$ cat config.mk
export PLATFORM = sky130hd
export DESIGN_NAME = uart_rx_queue
export DESIGN_NICKNAME = d
export VERILOG_FILES = /design/src/rtl/uart_rx_queue.sv
export SDC_FILE = /design/constraint.sdc
export NUM_CORES = 1
export LEC_CHECK = 0
export CORE_ASPECT_RATIO = 2
export CORE_UTILIZATION = 61
export CTS_CLUSTER_DIAMETER = 120
export DETAILED_ROUTE_END_ITERATION = 6
export PLACE_DENSITY_LB_ADDON = 0.12
export SYNTH_ARGS = -nofsm -noshare
export SYNTH_HDL_FRONTEND = slang
export SYNTH_SLANG_ARGS = --single-unit
$ cat constraint.sdc
create_clock -name CLK -period 4.1 [get_ports CLK]
set_clock_uncertainty 0.15 [all_clocks]
set_input_delay 1.025 -clock CLK [delete_from_list [all_inputs] [get_ports CLK]]
set_output_delay 1.025 -clock CLK [all_outputs]
set_load 0.005 [all_outputs]
$ cat src/rtl/uart_rx_queue.sv
`default_nettype none
// ============================================================================
// Module   : uart_rx_queue
// Brief    : 8N1 UART receiver feeding a circular byte FIFO with a valid/ready head.
// Revision : 1.0
// ============================================================================
module uart_rx_queue #(
    parameter int CLKS_PER_BIT = 868,
    parameter int DEPTH_LOG2   = 3
) (
    input  logic                  CLK,
    input  logic                  RST_X,
    input  logic                  RXD,
    output logic                  VALID,
    input  logic                  READY,
    output logic [7:0]            DATA,
    output logic [DEPTH_LOG2:0]   COUNT,
    output logic                  FERR,
    output logic                  OVF
);

    localparam int                c_DEPTH    = 1 << DEPTH_LOG2;
    localparam int                c_TW       = $clog2(CLKS_PER_BIT);
    localparam int                c_CW       = DEPTH_LOG2 + 1;
    localparam logic [c_TW-1:0]   c_T_HALF   = c_TW'(CLKS_PER_BIT / 2 - 1);
    localparam logic [c_TW-1:0]   c_T_FULL   = c_TW'(CLKS_PER_BIT - 1);
    localparam logic [c_TW-1:0]   c_T_ONE    = c_TW'(1);
    localparam logic [c_CW-1:0]   c_CNT_FULL = {1'b1, {DEPTH_LOG2{1'b0}}};
    localparam logic [c_CW-1:0]   c_CNT_ONE  = c_CW'(1);
    localparam logic [DEPTH_LOG2-1:0] c_PTR_ONE = DEPTH_LOG2'(1);

    typedef enum logic [1:0] {
        ST_IDLE  = 2'd0,
        ST_START = 2'd1,
        ST_DATA  = 2'd2,
        ST_STOP  = 2'd3
    } state_t;

    logic                   sync1_q;
    logic                   rxs_q;
    logic [1:0]             warm_q;
    logic                   rxs_prev_q;
    state_t                 state_q, state_d;
    logic [c_TW-1:0]        timer_q, timer_d;
    logic [2:0]             idx_q, idx_d;
    logic [7:0]             shift_q, shift_d;
    logic [7:0]             mem_q [c_DEPTH];
    logic [DEPTH_LOG2-1:0]  wr_ptr_q, rd_ptr_q;
    logic [c_CW-1:0]        count_q, count_d;
    logic                   ferr_q, ovf_q;

    logic                   w_fall;
    logic                   w_stop_ok;
    logic                   w_stop_bad;
    logic                   w_full;
    logic                   w_pop;
    logic                   w_push;
    logic                   w_ovf;

    // rxs_prev only tracks the line once the synchronizer holds real samples,
    // so a line held low through reset never looks like a falling edge.
    always_ff @(posedge CLK or negedge RST_X) begin
        if (!RST_X) begin
            sync1_q    <= 1'b1;
            rxs_q      <= 1'b1;
            warm_q     <= 2'b00;
            rxs_prev_q <= 1'b0;
        end else begin
            sync1_q    <= RXD;
            rxs_q      <= sync1_q;
            warm_q     <= {warm_q[0], 1'b1};
            rxs_prev_q <= warm_q[1] & rxs_q;
        end
    end

    assign w_fall = rxs_prev_q & ~rxs_q;

    always_ff @(posedge CLK or negedge RST_X) begin
        if (!RST_X) begin
            state_q <= ST_IDLE;
            timer_q <= '0;
            idx_q   <= '0;
            shift_q <= '0;
        end else begin
            state_q <= state_d;
            timer_q <= timer_d;
            idx_q   <= idx_d;
            shift_q <= shift_d;
        end
    end

    always_comb begin
        state_d    = state_q;
        timer_d    = timer_q;
        idx_d      = idx_q;
        shift_d    = shift_q;
        w_stop_ok  = 1'b0;
        w_stop_bad = 1'b0;
        case (state_q)
            ST_IDLE: begin
                if (w_fall) begin
                    state_d = ST_START;
                    timer_d = c_T_HALF;
                end
            end
            ST_START: begin
                if (timer_q == '0) begin
                    if (!rxs_q) begin
                        state_d = ST_DATA;
                        timer_d = c_T_FULL;
                        idx_d   = 3'd0;
                    end else begin
                        state_d = ST_IDLE;
                    end
                end else begin
                    timer_d = timer_q - c_T_ONE;
                end
            end
            ST_DATA: begin
                if (timer_q == '0) begin
                    shift_d = {rxs_q, shift_q[7:1]};
                    timer_d = c_T_FULL;
                    if (idx_q == 3'd7) begin
                        state_d = ST_STOP;
                    end else begin
                        idx_d = idx_q + 3'd1;
                    end
                end else begin
                    timer_d = timer_q - c_T_ONE;
                end
            end
            ST_STOP: begin
                if (timer_q == '0) begin
                    w_stop_ok  = rxs_q;
                    w_stop_bad = ~rxs_q;
                    state_d    = ST_IDLE;
                end else begin
                    timer_d = timer_q - c_T_ONE;
                end
            end
            default: state_d = ST_IDLE;
        endcase
    end

    // When full, a same-cycle pop frees the head slot, which is exactly where wr_ptr points.
    assign w_full = (count_q == c_CNT_FULL);
    assign w_pop  = (count_q != '0) & READY;
    assign w_push = w_stop_ok & (~w_full | w_pop);
    assign w_ovf  = w_stop_ok & w_full & ~w_pop;

    always_comb begin
        count_d = count_q;
        if (w_push && !w_pop) begin
            count_d = count_q + c_CNT_ONE;
        end else if (!w_push && w_pop) begin
            count_d = count_q - c_CNT_ONE;
        end
    end

    always_ff @(posedge CLK or negedge RST_X) begin
        if (!RST_X) begin
            for (int i = 0; i < c_DEPTH; i++) begin
                mem_q[i] <= '0;
            end
            wr_ptr_q <= '0;
            rd_ptr_q <= '0;
            count_q  <= '0;
            ferr_q   <= 1'b0;
            ovf_q    <= 1'b0;
        end else begin
            if (w_push) begin
                mem_q[wr_ptr_q] <= shift_q;
                wr_ptr_q        <= wr_ptr_q + c_PTR_ONE;
            end
            if (w_pop) begin
                rd_ptr_q <= rd_ptr_q + c_PTR_ONE;
            end
            count_q <= count_d;
            ferr_q  <= w_stop_bad;
            ovf_q   <= w_ovf;
        end
    end

    assign VALID = (count_q != '0);
    assign DATA  = mem_q[rd_ptr_q];
    assign COUNT = count_q;
    assign FERR  = ferr_q;
    assign OVF   = ovf_q;

endmodule
`default_nettype wire

* Word level (Yosys, flattened, before mapping)
Cells that the tools add are included.
Word-level totals: word-level logic and storage cells 100, input port bits 4, bits in registers 104, output and inout port bits 15
Cells by class: add/sub/neg operators 6, equality and inequality tests 14, reduce and logical (&&, ||, !) cells 14, bitwise logic cells 12, multiplexer cells 30, $lt $le $gt $ge 3
Operators by type and width (number):
- 64-bit bitwise mux | 1
- 10-bit two-way mux | 5
- 10-bit case mux with 4 select lines | 1
- 8-bit binary-select mux with 3-bit select | 1
- 8-bit demux with 3-bit select | 1
- 8-bit two-way mux | 3
- 2-bit != test, second input constant | 8
- 2-bit two-way mux | 6
- 3-bit two-way mux | 4
- 10-bit logical NOT | 1
- 5-bit AND reduction | 2
- 10-bit by 1-bit subtractor with 10-bit output, second input constant | 1
- 3-bit by 1-bit adder with 3-bit output, second input constant | 3
- 4-bit >= comparator, second input constant | 2
- 4-bit two-way mux | 2
- 3-bit NOT with 4-bit output | 2
- 2-bit case mux with 4 select lines | 1
- 1-bit AND | 6
- 3-bit case mux with 2 select lines | 1
- 4-bit by 1-bit adder with 4-bit output, second input constant | 1
- 2-bit == test, second input constant | 2
- 4-bit == test, second input constant | 1
- 4-bit by 1-bit less-than comparator with 1-bit output, second input constant | 1
- 1-bit two-way mux | 4
- other kinds (13) | 19

* Depth between registers and ports, before layout
Gate-level depths: netlist of run 1.
depth after elaboration 8, depth in mapped cells 14, depth with buffers taken out 13

* Worst setup path before layout of run 1
OpenSTA, ideal clock, no wires.
kind reg2reg, start register timer_q[0], end register count_q[3], in the netlist COUNT[3], required time 3.870 ns, buffers on the path 1, arrival 3.004 ns, setup time 0.080 ns, period minus slack after synthesis 3.234 ns, cell stages (with the launch flop) 15, setup slack 0.866 ns, cell sequence dfrtp_1 > inv_1 > ha_1 > or4b_1 > clkbuf_1 > nor3_2 > nand2_1 > inv_1 > ha_1 > inv_1 > ha_1 > a21o_1 > a21oi_1 > mux2i_1 > xnor2_1
Between the ends: longest elaborated chain between the ends 7, elaborated cells on any way between the ends 9, those cells by class mux: 3; bitwise: 1; reduce/logical: 5
Ends and longest elaborated chain:
- start, declared | RTL line 44 | logic [c_TW-1:0] timer_q, timer_d;
- start signal, assigned | RTL line 86 | timer_q <= timer_d;
- 10-bit logical NOT * | RTL line 133 | if (timer_q == '0) begin
- 1-bit two-way mux * | RTL line 133
- 1-bit two-way mux * | RTL line 99 | case (state_q)
- 1-bit AND * | RTL line 148 | assign w_push = w_stop_ok & (~w_full | w_pop);
- net w_push | RTL line 57 | logic w_push;
- 1-bit logical NOT | RTL line 155 | end else if (!w_push && w_pop) begin
- 1-bit logical AND | RTL line 155
- 2-bit nonzero test (no source line)
- end signal, assigned | RTL line 178 | count_q <= count_d;
- end, declared | RTL line 49 | logic [c_CW-1:0] count_q, count_d;
The timed path passes the listed nets; every way through them passes the cells marked *. A chain may end at the register's enable or synchronous reset.

* Worst setup path after layout of run 1
start register rd_ptr_q[0], end output DATA[0]
Between the ends: longest elaborated chain between the ends 4
Ends and longest elaborated chain:
- start, declared | RTL line 48 | logic [DEPTH_LOG2-1:0] wr_ptr_q, rd_ptr_q;
- start signal, assigned | RTL line 176 | rd_ptr_q <= rd_ptr_q + c_PTR_ONE;
- 3-bit NOT with 4-bit output (not written as such) | RTL line 185 | assign DATA = mem_q[rd_ptr_q];
- 8-bit binary-select mux with 3-bit select | RTL line 185
- 8-bit two-way mux (not written as such) (2 in a row) | RTL line 185
- end, declared | RTL line 16 | output logic [7:0] DATA,
Every way passes these cells. The select of a mux whose other input is x is not followed.

==> results of run 1 <==
stage by stage:
| stage | area (um^2) | setup WS [ns] |
|---|---|---|
| CTS | 5740 | 0.550 |
| global route | 5740 | 0.509 |
| floorplan | 5170 | 0.866 |
| detailed placement | 5430 | 0.570 |
| global placement | 5430 | 0.658 |
| finish | 5740 | 0.591 |
worst register-to-register path, cell delays in order, from the launching register on:
cell and delay (ns):
sky130_fd_sc_hd__dfrtp_1 0.43, sky130_fd_sc_hd__inv_1 0.13, sky130_fd_sc_hd__ha_1 0.24, sky130_fd_sc_hd__or4b_1 0.62
sky130_fd_sc_hd__nor3_2 0.20, sky130_fd_sc_hd__nand2_1 0.14, sky130_fd_sc_hd__inv_1 0.08, sky130_fd_sc_hd__ha_1 0.15
sky130_fd_sc_hd__inv_1 0.09, sky130_fd_sc_hd__ha_1 0.28, sky130_fd_sc_hd__a21o_1 0.16, sky130_fd_sc_hd__a21oi_1 0.17
sky130_fd_sc_hd__mux2i_1 0.23, sky130_fd_sc_hd__xnor2_1 0.14
routing by layer:
metal  share of wire  vias to the layer above  track usage
met2            0.56                       71        0.467
li1                -                     1445            -
met3           0.029                       24       0.0467
met4           0.028                        0        0.130
met1            0.39                     1645        0.322
met5               0                        -            0
power by group through the flow:
stage	Clock, W	Sequential, W	Combinational [W]
6_report	0.000880	0.00128	0.00103
5_1_grt	0.000927	0.00129	0.00115
4_1_cts	0.000893	0.00128	0.00103
3_5_place_dp	0	0.00129	0.00103
3_3_place_gp	0	0.00129	0.00100
2_1_floorplan	0	0.00122	0.000788
kinds of logic (layout without fill, tap and decap cells):
kind of cell	after synthesis	after routing	synth area share
other	1	1	0.000726
DFF	104	104	0.504
xor gates and xnor gates	7	7	0.0119
AOI/OAI and AO/OA	46	46	0.0654
and+or+nand+nor	72	72	0.0971
adders and majority gates	15	15	0.0378
buffers and inverters	35	52	0.0262
muxes	102	102	0.257
state kept, by name, indices dropped and copies added (netlist names), 2 cells and up, named ones only:
name	cells
COUNT	4
timer_q	10
idx_q	3
shift_q	8
mem_q	64
wr_ptr_q	3
warm_q	2
rd_ptr_q	3
area by class of cell:
type | instances | area share
sequential | 104 | 0.454
multi-input combinational | 243 | 0.423
clock buffer | 12 | 0.0447
timing repair buffer | 24 | 0.0410
tap | 98 | 0.0214
clock inverter | 4 | 0.00893
inverter | 12 | 0.00784
how the worst max path moves through the flow:
stage	slack, ns	endpoint	startpoint	depth (start not counted)
3_3_place_gp	0.66	COUNT[3]	READY	12
6_report	0.59	DATA[0]	rd_ptr_q[0]	4
2_1_floorplan	0.87	COUNT[3]	timer_q[0]	14
3_5_place_dp	0.57	COUNT[3]	READY	12
4_1_cts	0.55	DATA[0]	rd_ptr_q[0]	4
5_1_grt	0.51	DATA[0]	rd_ptr_q[0]	4
cell usage in the layout, fill, tap and decap left out, drive strengths merged, types with 4 or more instances in the layout:
master,Yosys,final
o2111ai,4,4
nor2,10,10
nand2b,5,5
nor4,7,7
clkdlybuf4s50,0,17
inv,12,13
nand3,6,6
clkbuf,9,12
mux2,84,84
a211oi,4,4
nor2b,4,4
o21ai,8,8
buf,14,7
nor3,9,9
nand2,13,13
nand4b,4,4
ha,14,14
dfrtp,102,102
mux4,16,16
xnor2,7,7
a21oi,5,5
==> metrics.txt, run 1 <==
# TYPE chip_impl_metric gauge
chip_impl_info{name="status",value="complete, no violations"} 1
chip_impl_metric{name="grtUsageTotal",unit=""} 0.274
chip_impl_metric{name="cap_violations",unit=""} 0
chip_impl_metric{name="globalRouteOverflowTotal",unit=""} 0
chip_impl_info{name="tritoncts_clock_tree",value="built"} 1
chip_impl_metric{name="drt_pre_antenna_iters",unit=""} 4
chip_impl_metric{name="crit_required",unit="ns"} 2.92
chip_impl_metric{name="critPathArrivalTime",unit="ns"} 2.33
chip_impl_metric{name="critical_path.max_stage_delay",unit="ns"} 0.58
chip_impl_metric{name="initialDrtViolationCount",unit=""} 211
chip_impl_metric{name="yosysWarnings",unit=""} 0
chip_impl_metric{name="multi_input_area",unit="um^2"} 2430
chip_impl_metric{name="yosysSeqAreaShare",unit=""} 0.504
chip_impl_metric{name="rr_worst_depth",unit=""} 13
chip_impl_info{name="critical_path.startpoint_type",value="register"} 1
chip_impl_info{name="critical_path_class",value="register to output port"} 1
chip_impl_metric{name="pwr-share-seq",unit=""} 0.401
chip_impl_metric{name="clk_path_buf_depth",unit=""} 2
chip_impl_metric{name="final.min_clock_period",unit="ns"} 3.51
chip_impl_metric{name="initial_utilization",unit=""} 0.628
chip_impl_metric{name="yosys.cell_types.count",unit=""} 59
chip_impl_info{name="worst_hold_path.endpoint",value="warm_q[1]"} 1
chip_impl_metric{name="final_core_util",unit=""} 0.697
chip_impl_info{name="yosys_most_used_dff",value="sky130_fd_sc_hd__dfrtp_1"} 1
chip_impl_metric{name="worstHoldPathCells",unit=""} 0
chip_impl_metric{name="place.gp.congestion",unit=""} 0.835
chip_impl_info{name="clock-root-buffer",value="sky130_fd_sc_hd__clkbuf_16"} 1
chip_impl_metric{name="totalWireLength",unit="um"} 10800
chip_impl_metric{name="detail-route-antenna-nets",unit=""} 0
chip_impl_metric{name="tightest_slew",unit="ns"} 0.999
chip_impl_metric{name="clkLatencyLatePin",unit="ns"} 0.34
chip_impl_metric{name="vias_per_cell",unit=""} 6.41
chip_impl_info{name="endpoint_kind",value="output port"} 1
chip_impl_metric{name="timing.final.hold_violations",unit=""} 0
chip_impl_info{name="rsz0062_at_grt",value="no"} 1
chip_impl_metric{name="cts_sinks",unit=""} 104
chip_impl_metric{name="power.combinational.fraction",unit=""} 0.323
chip_impl_metric{name="number_of_nets_in_the_final_layout",unit=""} 413
chip_impl_metric{name="timing.setup.tns",unit="ns"} 0
chip_impl_metric{name="powerDensity",unit="nW/um^2"} 557
chip_impl_metric{name="synth_seq_cells",unit=""} 104
chip_impl_metric{name="detail_route.drc_violations",unit=""} 0
chip_impl_info{name="synth_common_cells",value="sky130_fd_sc_hd__dfrtp_1 (102), sky130_fd_sc_hd__mux2_2 (84), sky130_fd_sc_hd__mux4_2 (16)"} 1
chip_impl_metric{name="n_fill_cell",unit=""} 582
chip_impl_metric{name="seq_area",unit="um^2"} 2610
chip_impl_metric{name="netSwitchingPower",unit="W"} 0.00112
chip_impl_metric{name="area_growth_syn_to_layout",unit="%"} 11.1
chip_impl_metric{name="postSynthNetCount",unit=""} 401
chip_impl_metric{name="netSwitchingFraction",unit=""} 0.352
chip_impl_info{name="rr_startpoint",value="timer_q[0]"} 1
chip_impl_metric{name="clkSlewWorstSetupHoldPaths",unit="ns"} 0.07
chip_impl_info{name="r2r-end",value="COUNT[3]"} 1
chip_impl_metric{name="hold_slack",unit="ns"} 0.205
chip_impl_metric{name="pin_count_of_the_biggest_net_entering_global_routing",unit=""} 63
chip_impl_info{name="ys_top_cells_by_area",value="sky130_fd_sc_hd__dfrtp_1 (49%), sky130_fd_sc_hd__mux2_2 (18%), sky130_fd_sc_hd__mux4_2 (7.0%)"} 1
chip_impl_metric{name="placementRows",unit=""} 47
chip_impl_metric{name="period_share",unit=""} 0.856
chip_impl_metric{name="die_w",unit="um"} 67.1
chip_impl_metric{name="drv_slew",unit=""} 0
chip_impl_metric{name="post_cts.repair.setup_buffers",unit=""} 0
chip_impl_metric{name="synth_top_cell_area_share",unit=""} 0.494
chip_impl_metric{name="power.ir.vdd_worst",unit="mV"} 0.310
chip_impl_metric{name="design.portCount",unit=""} 19
chip_impl_metric{name="average_detailed_routed_wire_length_per_instance",unit="um"} 21.7
chip_impl_metric{name="intPower",unit="W"} 0.00207
chip_impl_metric{name="total_power",unit="W"} 0.00320
chip_impl_metric{name="regToRegSetupSlack",unit="ns"} 0.82
chip_impl_info{name="crit_path_cell_trace",value="buf_4, mux4_2, mux2_2, clkdlybuf4s50_1"} 1
chip_impl_metric{name="vias_in_the_first_global_route",unit=""} 3403
chip_impl_metric{name="chipHeight",unit="um"} 132
chip_impl_info{name="crit_family",value="multiplexers"} 1
chip_impl_metric{name="critical_path.max_fanout",unit=""} 18
chip_impl_info{name="hold_class",value="register to register"} 1
chip_impl_metric{name="coreArea",unit="um^2"} 8230
chip_impl_metric{name="drive_gt1_frac",unit=""} 0.343
chip_impl_metric{name="number_of_enable_type_register_cells_in_the_synthesized_netlist",unit=""} 0
chip_impl_info{name="synthMostInstantiatedCell",value="sky130_fd_sc_hd__dfrtp_1"} 1
chip_impl_metric{name="post_cts_resized",unit=""} 0
chip_impl_metric{name="setup_viol",unit=""} 0
chip_impl_metric{name="clock_tree.htree_level_count",unit=""} 3
chip_impl_metric{name="post_synth_instance_area",unit="um^2"} 5170
chip_impl_metric{name="instances_no_fill",unit=""} 497
chip_impl_metric{name="synthesis.instances",unit=""} 382
chip_impl_metric{name="relative_slew_margins",unit=""} 0.329
chip_impl_metric{name="pwr-share-clk",unit=""} 0.276
chip_impl_info{name="crit_path_top_delay_cell",value="sky130_fd_sc_hd__mux4_2"} 1
chip_impl_metric{name="static-leakage-power",unit="nW"} 2.79
chip_impl_info{name="worst_hold_startpoint",value="warm_q[0]"} 1
chip_impl_metric{name="grt_pass1_wl",unit="um"} 17700
chip_impl_metric{name="asyncSetResetFlopFracSynth",unit=""} 1.00
chip_impl_metric{name="via_total_after_detailed_routing",unit=""} 3185
chip_impl_metric{name="critical_path.n_buffers_inverters",unit=""} 2
chip_impl_metric{name="post_synth.cell_area_avg",unit="um^2"} 13.5
chip_impl_metric{name="antenna_cell_count",unit=""} 0
chip_impl_metric{name="place_inst",unit=""} 481
chip_impl_metric{name="numCtsBuffers",unit=""} 9
chip_impl_metric{name="grt_antenna_before_repair",unit=""} 0
chip_impl_metric{name="max_freq",unit="MHz"} 285
chip_impl_info{name="synth_top_cell_by_area",value="sky130_fd_sc_hd__dfrtp_1"} 1
chip_impl_metric{name="place.detailed.hpwl",unit="um"} 7170
chip_impl_metric{name="port_buffers",unit=""} 18
chip_impl_metric{name="cts_hold_buffers",unit=""} 0
chip_impl_metric{name="area_of_the_die",unit="um^2"} 8860
Power figures use the tool's default switching activity.
==> inputs of run 2 (changes only) <==
Settings changed: HOLD_SLACK_MARGIN set to 0.03.
==> results of run 2 <==
The final DEF is identical to that of run 1; final timing and power are the same.
